### src/rtl/pod_power_pkg.sv
// pod_power_pkg: shared pod state encoding and 125 MHz timing defaults.
package pod_power_pkg;
    typedef enum logic [2:0] {
        OFF,
        MATING,
        WAIT_GRANT,
        ON,
        FAULT,
        CLEARING
    } pod_state_t;
    localparam int DEF_MATE_BITS     = 26;
    localparam int DEF_INRUSH_CYCLES = 1250000;
endpackage

### src/rtl/pod_power_channel.sv
// pod_power_channel: one pod's mate/fault state machine with its mate/clear delay counter.
module pod_power_channel
    import pod_power_pkg::*;
#(
    parameter int MATE_BITS = DEF_MATE_BITS
) (
    input  logic clk,
    input  logic rst,
    input  logic present_n,
    input  logic fault_n,
    input  logic hold_off,
    input  logic grant,
    output logic request,
    output logic power_en,
    output logic fault_latched,
    output logic waiting
);
    pod_state_t state, state_next;
    logic [MATE_BITS-1:0] count, count_next;
    logic leave;
    assign leave = present_n | hold_off;
    always_ff @(posedge clk) begin
        if (rst) begin
            state <= OFF;
            count <= '0;
        end else begin
            state <= state_next;
            count <= count_next;
        end
    end
    // Mate and clear delays both end when the counter wraps back to zero.
    always_comb begin
        state_next = state;
        count_next = count;
        case (state)
            OFF: if (!leave) begin
                state_next = MATING;
                count_next = MATE_BITS'(1);
            end
            MATING: if (leave) state_next = OFF;
                    else if (count == '0) state_next = WAIT_GRANT;
                    else count_next = count + 1'b1;
            WAIT_GRANT: if (leave) state_next = OFF;
                        else if (grant) state_next = ON;
            ON: if (!fault_n) state_next = FAULT;
                else if (leave) state_next = OFF;
            FAULT: if (present_n) begin
                state_next = CLEARING;
                count_next = MATE_BITS'(1);
            end
            CLEARING: if (count == '0) state_next = OFF;
                      else count_next = count + 1'b1;
            default: state_next = OFF;
        endcase
    end
    // A request is withdrawn in the same cycle the pod is unplugged or disabled.
    always_comb begin
        request       = state == WAIT_GRANT && !leave;
        power_en      = state == ON;
        fault_latched = state == FAULT || state == CLEARING;
        waiting       = state == WAIT_GRANT;
    end
endmodule

### src/rtl/pod_power_sequencer.sv
// pod_power_sequencer: per-pod power FSMs sharing a round-robin, inrush-spaced power-on scheduler.
module pod_power_sequencer
    import pod_power_pkg::*;
#(
    parameter int NUM_PODS      = 8,
    parameter int MATE_BITS     = DEF_MATE_BITS,
    parameter int INRUSH_CYCLES = DEF_INRUSH_CYCLES
) (
    input  logic                clk_125mhz,
    input  logic                rst,
    input  logic [NUM_PODS-1:0] pod_present_n,
    input  logic [NUM_PODS-1:0] pod_power_fault_n,
    input  logic [NUM_PODS-1:0] pod_disable,
    output logic [NUM_PODS-1:0] pod_power_en,
    output logic [NUM_PODS-1:0] pod_fault_latched,
    output logic [NUM_PODS-1:0] pod_waiting,
    output logic                inrush_busy
);
    localparam int PTR_W = NUM_PODS > 1 ? $clog2(NUM_PODS) : 1;
    localparam int TMR_W = $clog2(INRUSH_CYCLES + 1);
    logic [NUM_PODS-1:0] request, grant;
    logic [PTR_W-1:0] rr_ptr, grant_idx;
    logic [TMR_W-1:0] timer;
    logic grant_valid;
    for (genvar i = 0; i < NUM_PODS; i++) begin : g_pod
        pod_power_channel #(.MATE_BITS(MATE_BITS)) u_channel (
            .clk          (clk_125mhz),
            .rst          (rst),
            .present_n    (pod_present_n[i]),
            .fault_n      (pod_power_fault_n[i]),
            .hold_off     (pod_disable[i]),
            .grant        (grant[i]),
            .request      (request[i]),
            .power_en     (pod_power_en[i]),
            .fault_latched(pod_fault_latched[i]),
            .waiting      (pod_waiting[i])
        );
    end
    // Scan downwards so the requester nearest after rr_ptr is the one kept.
    // Granting on the timer's last count spaces grants exactly INRUSH_CYCLES edges apart.
    always_comb begin
        grant_valid = 1'b0;
        grant_idx   = '0;
        for (int k = NUM_PODS; k >= 1; k--) begin
            automatic int idx = (int'(rr_ptr) + k) % NUM_PODS;
            if (request[idx]) begin
                grant_valid = 1'b1;
                grant_idx   = PTR_W'(idx);
            end
        end
        if (timer > TMR_W'(1)) grant_valid = 1'b0;
        grant = grant_valid ? NUM_PODS'(1) << grant_idx : '0;
    end
    always_ff @(posedge clk_125mhz) begin
        if (rst) begin
            timer  <= '0;
            rr_ptr <= '0;
        end else if (grant_valid) begin
            timer  <= TMR_W'(INRUSH_CYCLES);
            rr_ptr <= grant_idx;
        end else if (timer != '0) begin
            timer <= timer - 1'b1;
        end
    end
    assign inrush_busy = timer != '0;
endmodule

### config.mk
export PLATFORM = sky130hd
export DESIGN_NAME = pod_power_sequencer
export DESIGN_NICKNAME = d
export VERILOG_FILES = /design/src/rtl/pod_power_pkg.sv /design/src/rtl/pod_power_channel.sv /design/src/rtl/pod_power_sequencer.sv
export SDC_FILE = /design/constraint.sdc
export NUM_CORES = 1
export LEC_CHECK = 0
export CAP_MARGIN = 15
export CORE_MARGIN = 2
export CORE_UTILIZATION = 57
export CTS_BUF_LIST = sky130_fd_sc_hd__clkbuf_16
export DETAILED_ROUTE_END_ITERATION = 6
export PLACE_DENSITY = 0.87
export SLEW_MARGIN = 30
export SYNTH_ARGS = -nofsm -noshare
export SYNTH_HDL_FRONTEND = slang
export SYNTH_HIERARCHICAL = 1
export SYNTH_SLANG_ARGS = --single-unit
### constraint.sdc
create_clock -name clk_125mhz -period 3.6 [get_ports clk_125mhz]
set_input_delay 0.36 -clock clk_125mhz [delete_from_list [all_inputs] [get_ports clk_125mhz]]
set_output_delay 0.36 -clock clk_125mhz [all_outputs]
set_load 0.05 [all_outputs]
**Word-level counts from Yosys, hierarchy flattened**

Index checks and enable logic that the tools add are counted.

- Register bits after elaboration: 256
- Bits in latches: 0
- Memory bits (writable): 0
- Memory bits (read-only): 0
- Input bits: 26
- Word-level logic and storage cells: 397
- Memories kept: 0

- Add/subtract/negate cells: 17
- Multipliers: 0
- Div/mod/pow operators: 0
- Order comparisons: 9
- Eq/ne operators: 96
- Shift-type cells: 1
- Mux-type cells: 164
- Bitwise gates (word level): 16
- Reduce and logical (&&, ||, !) cells: 75

Operators by type and width:

| cell | number |
|---|---|
| $mux W26 | 32 |
| $pmux W26 S4 | 8 |
| $mux W3 | 80 |
| $add A26 B1 Y26 const B | 8 |
| $logic_not A26 Y1 | 8 |
| $pmux W3 S6 | 8 |
| $eq A3 B2 Y1 const B | 16 |
| $eq A3 B3 Y1 const B | 16 |
| $ne A2 B2 Y1 const B | 24 |
| $ne A3 B3 Y1 const B | 16 |
| $reduce_and A6 Y1 | 8 |
| $mux W21 | 2 |
| $lt A4 B5 Y1 const B | 8 |
| $reduce_and A4 Y1 | 8 |
| $reduce_bool A4 Y1 | 8 |
| $mux W1 | 25 |
| $bmux W1 S3 | 8 |
| $eq A3 B1 Y1 const B | 8 |
| $logic_not A3 Y1 | 8 |
| $ne A3 B1 Y1 const B | 8 |
| $reduce_or A3 Y1 | 8 |
| $gt A21 B1 Y1 const B | 1 |
| $reduce_bool A21 Y1 | 1 |
| $sub A21 B1 Y21 const B | 1 |
| other kinds (13) | 60 |

**Depth between registers and ports, before layout**

Gate-level depths: netlist of the first run.

- Depth after elaboration: 19
- Mapped depth: 15

**By module**

Netlist of the first run, hierarchy kept.

By module, submodules not included:

| module | times used | cells an instance | area each (sq um) | seq. area each (sq um) |
|---|---|---|---|---|
| pod_power_channel | 8 | 226 | 1,860.5 | 580.6 |
| pod_power_sequencer | 1 | 220 | 2,043.2 | 480.5 |

**Worst setup path after synthesis of the first run**

Ideal clock, no wire load.

- Path kind: flip-flop to flip-flop
- Start: reg rr_ptr[0]
- End: reg g_pod[4].u_channel.state[0]
- Setup time: 0.087 ns
- Arrival time: 3.572 ns
- Required time: 3.513 ns
- Path slack: -0.059 ns
- Stages on the path, launching flop included: 16
- Period minus slack after synthesis: 3.659 ns
- Cells stage by stage: dfxtp_1 buf_6 buf_2 inv_1 ha_1 buf_2 mux4_2 mux2i_1 o211a_1 o21a_1 mux2_4 nor4b_2 nor3_1 o21a_1 a2111o_1 o31ai_1

- Cells in the longest elaborated chain, start to end: 16
- Elaborated cells on any way between the ends: 53

RTL lines:

| item | RTL line | RTL |
|---|---|---|
| start: declaration | pod_power_sequencer.sv:22 | `logic [PTR_W-1:0] rr_ptr, grant_idx;` |
| start signal: assignment | pod_power_sequencer.sv:60 | `rr_ptr <= grant_idx;` |
| $add A3 B1 Y3 | pod_power_sequencer.sv:45 | `automatic int idx = (int'(rr_ptr) + k) % NUM_PODS;` |
| $bmux W1 S3 | pod_power_sequencer.sv:46 | `if (request[idx]) begin` |
| $mux W1 (implied by the code) (2 in a row) | pod_power_sequencer.sv:46 |  |
| $mux W3 / $mux W1 (equally long branches) (8 in a row) | pod_power_sequencer.sv:46 |  |
| $shl A1 B3 Y8 / $mux W1 (equally long branches) | pod_power_sequencer.sv:52, pod_power_sequencer.sv:51 |  |
| $mux W8 (*) | pod_power_sequencer.sv:52 | `grant = grant_valid ? NUM_PODS'(1) << grant_idx : '0;` |
| net grant[4] | pod_power_sequencer.sv:21 | `logic [NUM_PODS-1:0] request, grant;` |
| $ne A3 B3 Y1 (no source line) (*) | -- |  |
| $reduce_and A6 Y1 (no source line) (*) | -- |  |
| end signal: assignment | pod_power_channel.sv:27 | `state <= state_next;` |
| end: declaration | pod_power_channel.sv:18 | `pod_state_t state, state_next;` |

Mark *: on every way through the listed nets, which the timed path passes. The rest lies on a longest branch. The select of a mux whose other input is x is not followed.
A chain may end at the register's enable or synchronous reset.

**Worst setup path in the final report of the first run**

- Start: in pod_disable[5]
- End: reg g_pod[5].u_channel.state[0]

- Cells in the longest elaborated chain, start to end: 18
- Elaborated cells on any way between the ends: 54

RTL lines:

| item | RTL line | RTL |
|---|---|---|
| start: declaration | pod_power_sequencer.sv:13 | `input logic [NUM_PODS-1:0] pod_disable,` |
| $or A1 B1 Y1 (*) | pod_power_channel.sv:21 | `assign leave = present_n \| hold_off;` |
| $logic_not A1 Y1 (*) | -- |  |
| $logic_and A1 B1 Y1 (*) | pod_power_channel.sv:58 | `request = state == WAIT_GRANT && !leave;` |
| net request[5] | pod_power_sequencer.sv:21 |  |
| $bmux W1 S3 | pod_power_sequencer.sv:46 |  |
| $mux W1 (implied by the code) (2 in a row) | pod_power_sequencer.sv:46 |  |
| $mux W3 / $mux W1 (equally long branches) (8 in a row) | pod_power_sequencer.sv:46 |  |
| $shl A1 B3 Y8 / $mux W1 (equally long branches) | pod_power_sequencer.sv:52, pod_power_sequencer.sv:51 |  |
| $mux W8 (*) | pod_power_sequencer.sv:52 |  |
| net grant[5] | pod_power_sequencer.sv:21 |  |
| $ne A3 B3 Y1 (no source line) (*) | -- |  |
| $reduce_and A6 Y1 (no source line) (*) | -- |  |
| end signal: assignment | pod_power_channel.sv:27 |  |
| end: declaration | pod_power_channel.sv:18 |  |

Marks and branches as above.

==> results.toml, run 1 <==
[pwr]
combPwrFrac_pct = 18.5
intPower_w = 0.00487
p_clk_share_pct = 37.8
vdd_drop_max_v = 0.000316
pwr-share-seq_pct = 43.7
switching_share_pct = 30.0
p_switching_w = 0.00209
p_leak_nw = 7.27
p_total_w = 0.00696
p_per_area_nw_per_um2 = 366

[place]
port-buffer-count = 50
gp_congestion = 0.935
place_ws_ps = -534
post-dp-hpwl_um = 31800
dp_cells = 2448

[job]
maxCapViolations = 0

[floorplanning]
die-area_um2 = 31100
row_count = 63
dieWidth_um = 176
io_pins = 51
core_area_um2 = 29400
die_y_um = 176
start_util_pct = 57.6

[layout]
multi_input_area_um2 = 11000
final_layout_size_suffix_gt1_share_pct = 14.1
final_common_cell = "dfxtp_1"
mostFrequentLayoutCells = "dfxtp_1 (248), o31ai_1 (181), nor2_1 (142), a21oi_1 (134), nand2_1 (114)"
final_core_util_pct = 64.6
seq_area_um2 = 5130
diodes = 0
synthToLayoutAreaGrowth_pct = 12.3
n_fill_cell = 2411
final_cells = 2503
final_nets = 2138

[route]
detail_route.wl_per_cell_um = 18.7
first_pass_iters = 7
drc = 5
ant_nets = 0
routed-via-count = 17200
avgViaCountPerCell = 6.85
wl_um = 46700
drt-initial-drc-count = 1946

[clock_network]
cts_tree = "yes"
cts_buffers = 29
path_clk_slew_ps = 60
clk-insertion-delay-late_ps = 560
clock-sinks = 256
cts_buffer_depth = 3
cts-root-buf = "clkbuf_16"
cts-htree-levels = 1

[sta]
setup_viol = 0
setup_slack_ps = 99.6
period_minus_slack_ps = 3500
skew_ps = 22.8
holdWs_ps = 330
tightest_slew_ps = 873
layout_worst_path_cycle_share_pct = 97.2
final_max_slew_viol_count = 0
finalHoldViolations = 0
rsz0062_at_grt = "true"
slew_headroom_pct = 41.6
fmax_mhz = 286

[logic_synthesis]
yosysUniqueCellTypes = 70
synth-compound-area-share_pct = 27.4
synth_adder_area_share_pct = 1.48
yosysWarnings = 6
synthFlopType = "dfxtp_1"
synth_top_family_by_area = "simple AND/OR/NAND/NOR gates"
syn_nets = 2074
syn_area_per_cell_um2 = 8.35
synth_xor_area_share_pct = 0.724
netlist_area_um2 = 16900
yosys.area_share.simple_pct = 31.7
ys_ff_latch = 256
synthCells = 2028
synth.area.top_cells = "dfxtp_1 (30%), o31ai_1 (8.2%), a21oi_1 (4.0%), nor2_1 (3.4%), nand2_1 (2.6%)"
synth_top_cell_area_share_pct = 30.3
synth_edf_count = 0
synthMuxAreaShare_pct = 2.74
async_reset_ff_share_pct = 0
yosysTopAreaCell = "dfxtp_1"
seq_area_frac_synth_pct = 30.3

[critical_path]
path_class = "in -> reg"
cp_top_family = "compound AO/OA/AOI/OAI gates"
cpPeakStageDelay_ps = 530
crit_path_frequent_cell = "buf_4"
cp.required_ps = 4050
path_depth = 15
reg2regPathDepth = 13
cp-start-kind = "input port"
crit_chain = "clkdlybuf4s50_1, nor2_1, nand3b_1, nor2_2, mux4_2, buf_4, nor4_1, buf_4, a2111o_1, buf_4, and4bb_1, nor3_1, o21a_1, a2111o_1, o31ai_2"
worst-path-buf-inv = 4
end_kind = "flop"
arrival_ps = 3950
crit_fanout = 8
cp_slowest_cell = "a2111o_1"

[grt]
grt_usage_pct = 28.9
grt_pass1_wl_um = 77300
grt_pass1_vias = 15900
grt_max_degree = 96
grt_overflow = 0
antenna_found_initial = 0

[run_status]
violations = "design-rule violations"
status = "complete, but fails checks"

[worst_hold_path]
hp-class = "in -> reg"
worstHoldPathCells = 4
## metrics by stage
step                      cell area [um^2]  setup TNS [ps]
after floorplan                      16900               0
after global placement               18000           -4280
after detailed placement             18000           -6190
after CTS                            18800           -6.78
after global routing                 19000            -194
final                                19000               0
## power groups by stage
stage	Sequential, W	Clock, W	Combinational, W
after floorplan	0.00308	0	0.000941
after global placement	0.00309	0	0.00121
after detailed placement	0.00310	0	0.00125
after CTS	0.00304	0.00267	0.00126
after global routing	0.00305	0.00277	0.00141
final	0.00304	0.00263	0.00129
## cells in the mapped netlist, types with 28 or more instances
cell type / count
dfxtp_1: 256
o31ai_1: 184
nor2_1: 153
a21oi_1: 135
nand2_1: 115
inv_1: 72
nor3_1: 72
o21ai_0: 72
and3_1: 67
nand3_1: 65
nand4_1: 58
clkbuf_1: 53
or3_1: 43
a31oi_1: 41
and4_1: 41
buf_2: 37
nand2b_1: 35
nor4_1: 33
nor2b_1: 32
nor4b_1: 28
## registers in the layout, summed over array words and instances (netlist names)
signal	flops
rr_ptr	3
timer	21
g_pod.u_channel/state	24
g_pod.u_channel/count	208
## worst paths after layout
kind | startpoint | to | slack (ps)
worst max register to register | rr_ptr[0] | g_pod[2].u_channel/state[0] | 120
worst min register to register | g_pod[0].u_channel/count[25] | g_pod[0].u_channel/count[25] | 470
worst min-delay path | pod_present_n[3] | g_pod[3].u_channel/state[0] | 330
worst max-delay path | pod_disable[5] | g_pod[5].u_channel/state[0] | 100
## layer usage
metal / GRT usage, % / wire, um / vias up
li1: - / - / 8045
met4: 10.1 / 1380 / 0
met5: 0 / 0 / -
met2: 48.4 / 22100 / 798
met3: 3.40 / 3290 / 131
met1: 38.6 / 20000 / 8177
## final cells by class
class / count / share of cell area, %
clock buffers: 29 / 3.82
clock inverters: 23 / 0.500
inverters: 73 / 1.44
multi-input cells: 1584 / 58.0
flip-flops and latches: 256 / 27.0
well taps: 390 / 2.57
repair buffers: 148 / 6.65
## worst min-delay path, cell delays in order
cell and delay [ps]:
dlymetal6s2s_1 120, nor2_2 70, nand3b_1 160, o31ai_1 100
## what timing repair did
item | CTS | global route
pin swaps | 0 | 13
buffers inserted | 0 | 3
cloned | 0 | 1
gates resized for setup | 4 | 50
hold buffers | 0 | 0
setup endpoints to repair | 4 | 16
## kinds of logic after synthesis
logic type               after synthesis
adder cells (fa/ha/maj)               20
AO/OA/AOI/OAI                        653
buffers and inverters                189
flip-flops                           256
AND/OR/NAND/NOR                      867
multiplexers                          29
XOR/XNOR                              14
Note: power is estimated with default switching activity, not from simulation.
==> run 2, diff against run 1 <==
--- a/config.mk
+++ b/config.mk
@@ -9,6 +9,7 @@
 export CORE_MARGIN = 2
 export CORE_UTILIZATION = 57
 export CTS_BUF_LIST = sky130_fd_sc_hd__clkbuf_16
+export CTS_CLUSTER_SIZE = 8
 export DETAILED_ROUTE_END_ITERATION = 6
 export PLACE_DENSITY = 0.87
 export SLEW_MARGIN = 30
==> run 2 against run 1 <==
The flow now finishes without violations; non-clock buffer count rose by 3; cell area rose by 1.0%; sequential power barely moved; count of clock-buffer cells in the layout rose by 10; register-to-register slack got worse by 50 ps; first-iteration DRC count fell by 3.9%; sequential share of layout area fell by 0.28 points; combinational power barely moved; clock power rose by 17%; die area did not move; setup slack got worse by 31 ps; highest routed layer unchanged.
==> results.toml, run 2 (synthesis gave the netlist of run 1 again) <==
[run_status]
status = "complete, no violations"

[worst_hold_path]
hp-class = "in -> reg"
worstHoldPathCells = 2

[route]
first_pass_iters = 6
avgViaCountPerCell = 6.86
drc = 0
wl_um = 47000
detail_route.wl_per_cell_um = 18.8
ant_nets = 0
routed-via-count = 17100
drt-initial-drc-count = 1871

[layout]
final_cells = 2494
multi_input_area_um2 = 11000
n_fill_cell = 2367
largest_register = "g_pod.u_channel/count"
synthToLayoutAreaGrowth_pct = 13.5
reg_top3 = "g_pod.u_channel/count (208), g_pod.u_channel/state (24), timer (21)"
final_layout_size_suffix_gt1_share_pct = 14.4
diodes = 0
final_common_cell = "dfxtp_1"
largest_register_ffs = 208
final_nets = 2149
seq_area_um2 = 5130
mostFrequentLayoutCells = "dfxtp_1 (249), o31ai_1 (181), nor2_1 (143), a21oi_1 (134), nand2_1 (114)"

[critical_path]
cp_slowest_cell = "a2111o_1"
path_depth = 15
arrival_ps = 3940
cp.required_ps = 4010
path_class = "in -> reg"
worst-path-buf-inv = 4
cp-start-kind = "input port"
end_kind = "flop"
reg2regPathDepth = 13
crit_path_frequent_cell = "buf_4"
cpPeakStageDelay_ps = 530
crit_chain = "clkdlybuf4s50_1, nor2_1, nand3b_1, nor2_1, mux4_2, buf_4, nor4_1, buf_4, a2111o_1, buf_4, and4bb_1, nor3_1, o21a_1, a2111o_1, o31ai_1"
crit_fanout = 8
cp_top_family = "compound AO/OA/AOI/OAI gates"

[sta]
final_max_slew_viol_count = 0
tightest_slew_ps = 877
setup_slack_ps = 68.2
finalHoldViolations = 0
slew_headroom_pct = 41.5
fmax_mhz = 283
layout_worst_path_cycle_share_pct = 98.1
skew_ps = 18.2
setup_viol = 0
period_minus_slack_ps = 3530

[clock_network]
path_clk_slew_ps = 50
ctsHoldBuffers = 0
cts-htree-levels = 2
cts_buffer_depth = 3
cts-root-buf = "clkbuf_16"
clk-insertion-delay-late_ps = 510
clock-sinks = 256
cts_tree = "yes"
cts_buffers = 37

[job]
maxCapViolations = 0

[pwr]
p_switching_w = 0.00210
intPower_w = 0.00533
p_per_area_nw_per_um2 = 387
vdd_drop_max_v = 0.000368
pwr-share-seq_pct = 41.1
p_clk_share_pct = 41.6
switching_share_pct = 28.3
combPwrFrac_pct = 17.4
p_leak_nw = 7.34

[floorplanning]
die-area_um2 = 31100
dieWidth_um = 176
die_y_um = 176
core_area_um2 = 29400
row_count = 63
io_pins = 51
start_util_pct = 57.6

[grt]
antenna_found_initial = 0
grt_pass1_wl_um = 77800
grt_pass1_vias = 16000
grt_usage_pct = 29.3
grt_max_degree = 96
grt_overflow = 0

[place]
port-buffer-count = 50
place_ws_ps = -534
post-dp-hpwl_um = 31800
dp_cells = 2448
gp_congestion = 0.935
==> run 2: changes by cell type in the layout (fill, tap and decap cells not counted), sizes merged <==
cell / previous run / this run
clkdlybuf4s50: 46 / 44
inv: 82 / 73
clkinv: 14 / 1
buf: 100 / 103
dlymetal6s2s: 2 / 4
clkbuf: 29 / 39
==> run 2: per-stage QoR <==
stage	util [%]	cell area, um^2	power, W	hold slack (ps)	setup TNS, ps
after CTS	64.6	19000	0.00746	361	0
final	65.3	19200	0.00743	377	0
after global routing	65.3	19200	0.00773	391	-188
after detailed placement	61.1	18000	0.00434	458	-6190
after global placement	61.1	18000	0.00430	450	-4280
after floorplan	-	16900	0.00402	432	0
==> run 2: power by group through the flow <==
| stage | logic (W) | registers [W] | clock network, W |
|---|---|---|---|
| 4_1_cts | 0.00126 | 0.00304 | 0.00315 |
| 5_1_grt | 0.00141 | 0.00306 | 0.00326 |
| 3_3_place_gp | 0.00121 | 0.00309 | 0 |
| 6_report | 0.00129 | 0.00305 | 0.00309 |
| 2_1_floorplan | 0.000941 | 0.00308 | 0 |
| 3_5_place_dp | 0.00125 | 0.00310 | 0 |
==> run 2: area by class of cell <==
| cell class | instances | area share, % |
|---|---|---|
| Timing Repair Buffer | 151 | 6.74 |
| Multi-Input combinational cell | 1584 | 57.4 |
| Sequential cell | 256 | 26.7 |
| Clock buffer | 39 | 5.08 |
| Tap cell | 390 | 2.54 |
| Inverter | 73 | 1.43 |
| Clock inverter | 1 | 0.0456 |
==> run 2: worst reg2reg max path, cell delays in order, from the launching register on <==
cell	delay (ps)
dfxtp_1	340
nand3b_1	190
nor2_1	400
mux4_2	400
buf_4	130
nor4_1	60
buf_4	140
a2111o_1	530
buf_4	220
and4bb_1	310
nor3_1	70
o21a_1	180
a2111o_1	380
o31ai_1	80
==> run 2: worst paths after layout <==
kind | from | endpoint | slack [ps]
max | pod_disable[7] | g_pod[5].u_channel/state[0] | 70
min | rst | g_pod[3].u_channel/count[6] | 380
max reg2reg | g_pod[7].u_channel/state[2] | g_pod[5].u_channel/state[0] | 70
min reg2reg | timer[20] | timer[20] | 460
==> run 2: what timing repair did <==
item	CTS	global route
gates resized for setup	7	50
pin swaps	0	16
gates cloned	0	1
setup buffers	0	6
hold endpoints to repair	0	0
endpoints found under the setup margin	4	16
==> run 2: routing by layer <==
layer	track usage, %	share of wire (%)	up-vias
li1	-	-	8065
met1	38.5	42	8066
met2	48.7	48	853
met3	4.01	7.5	128
met4	11.5	2.9	0
met5	0	0	-
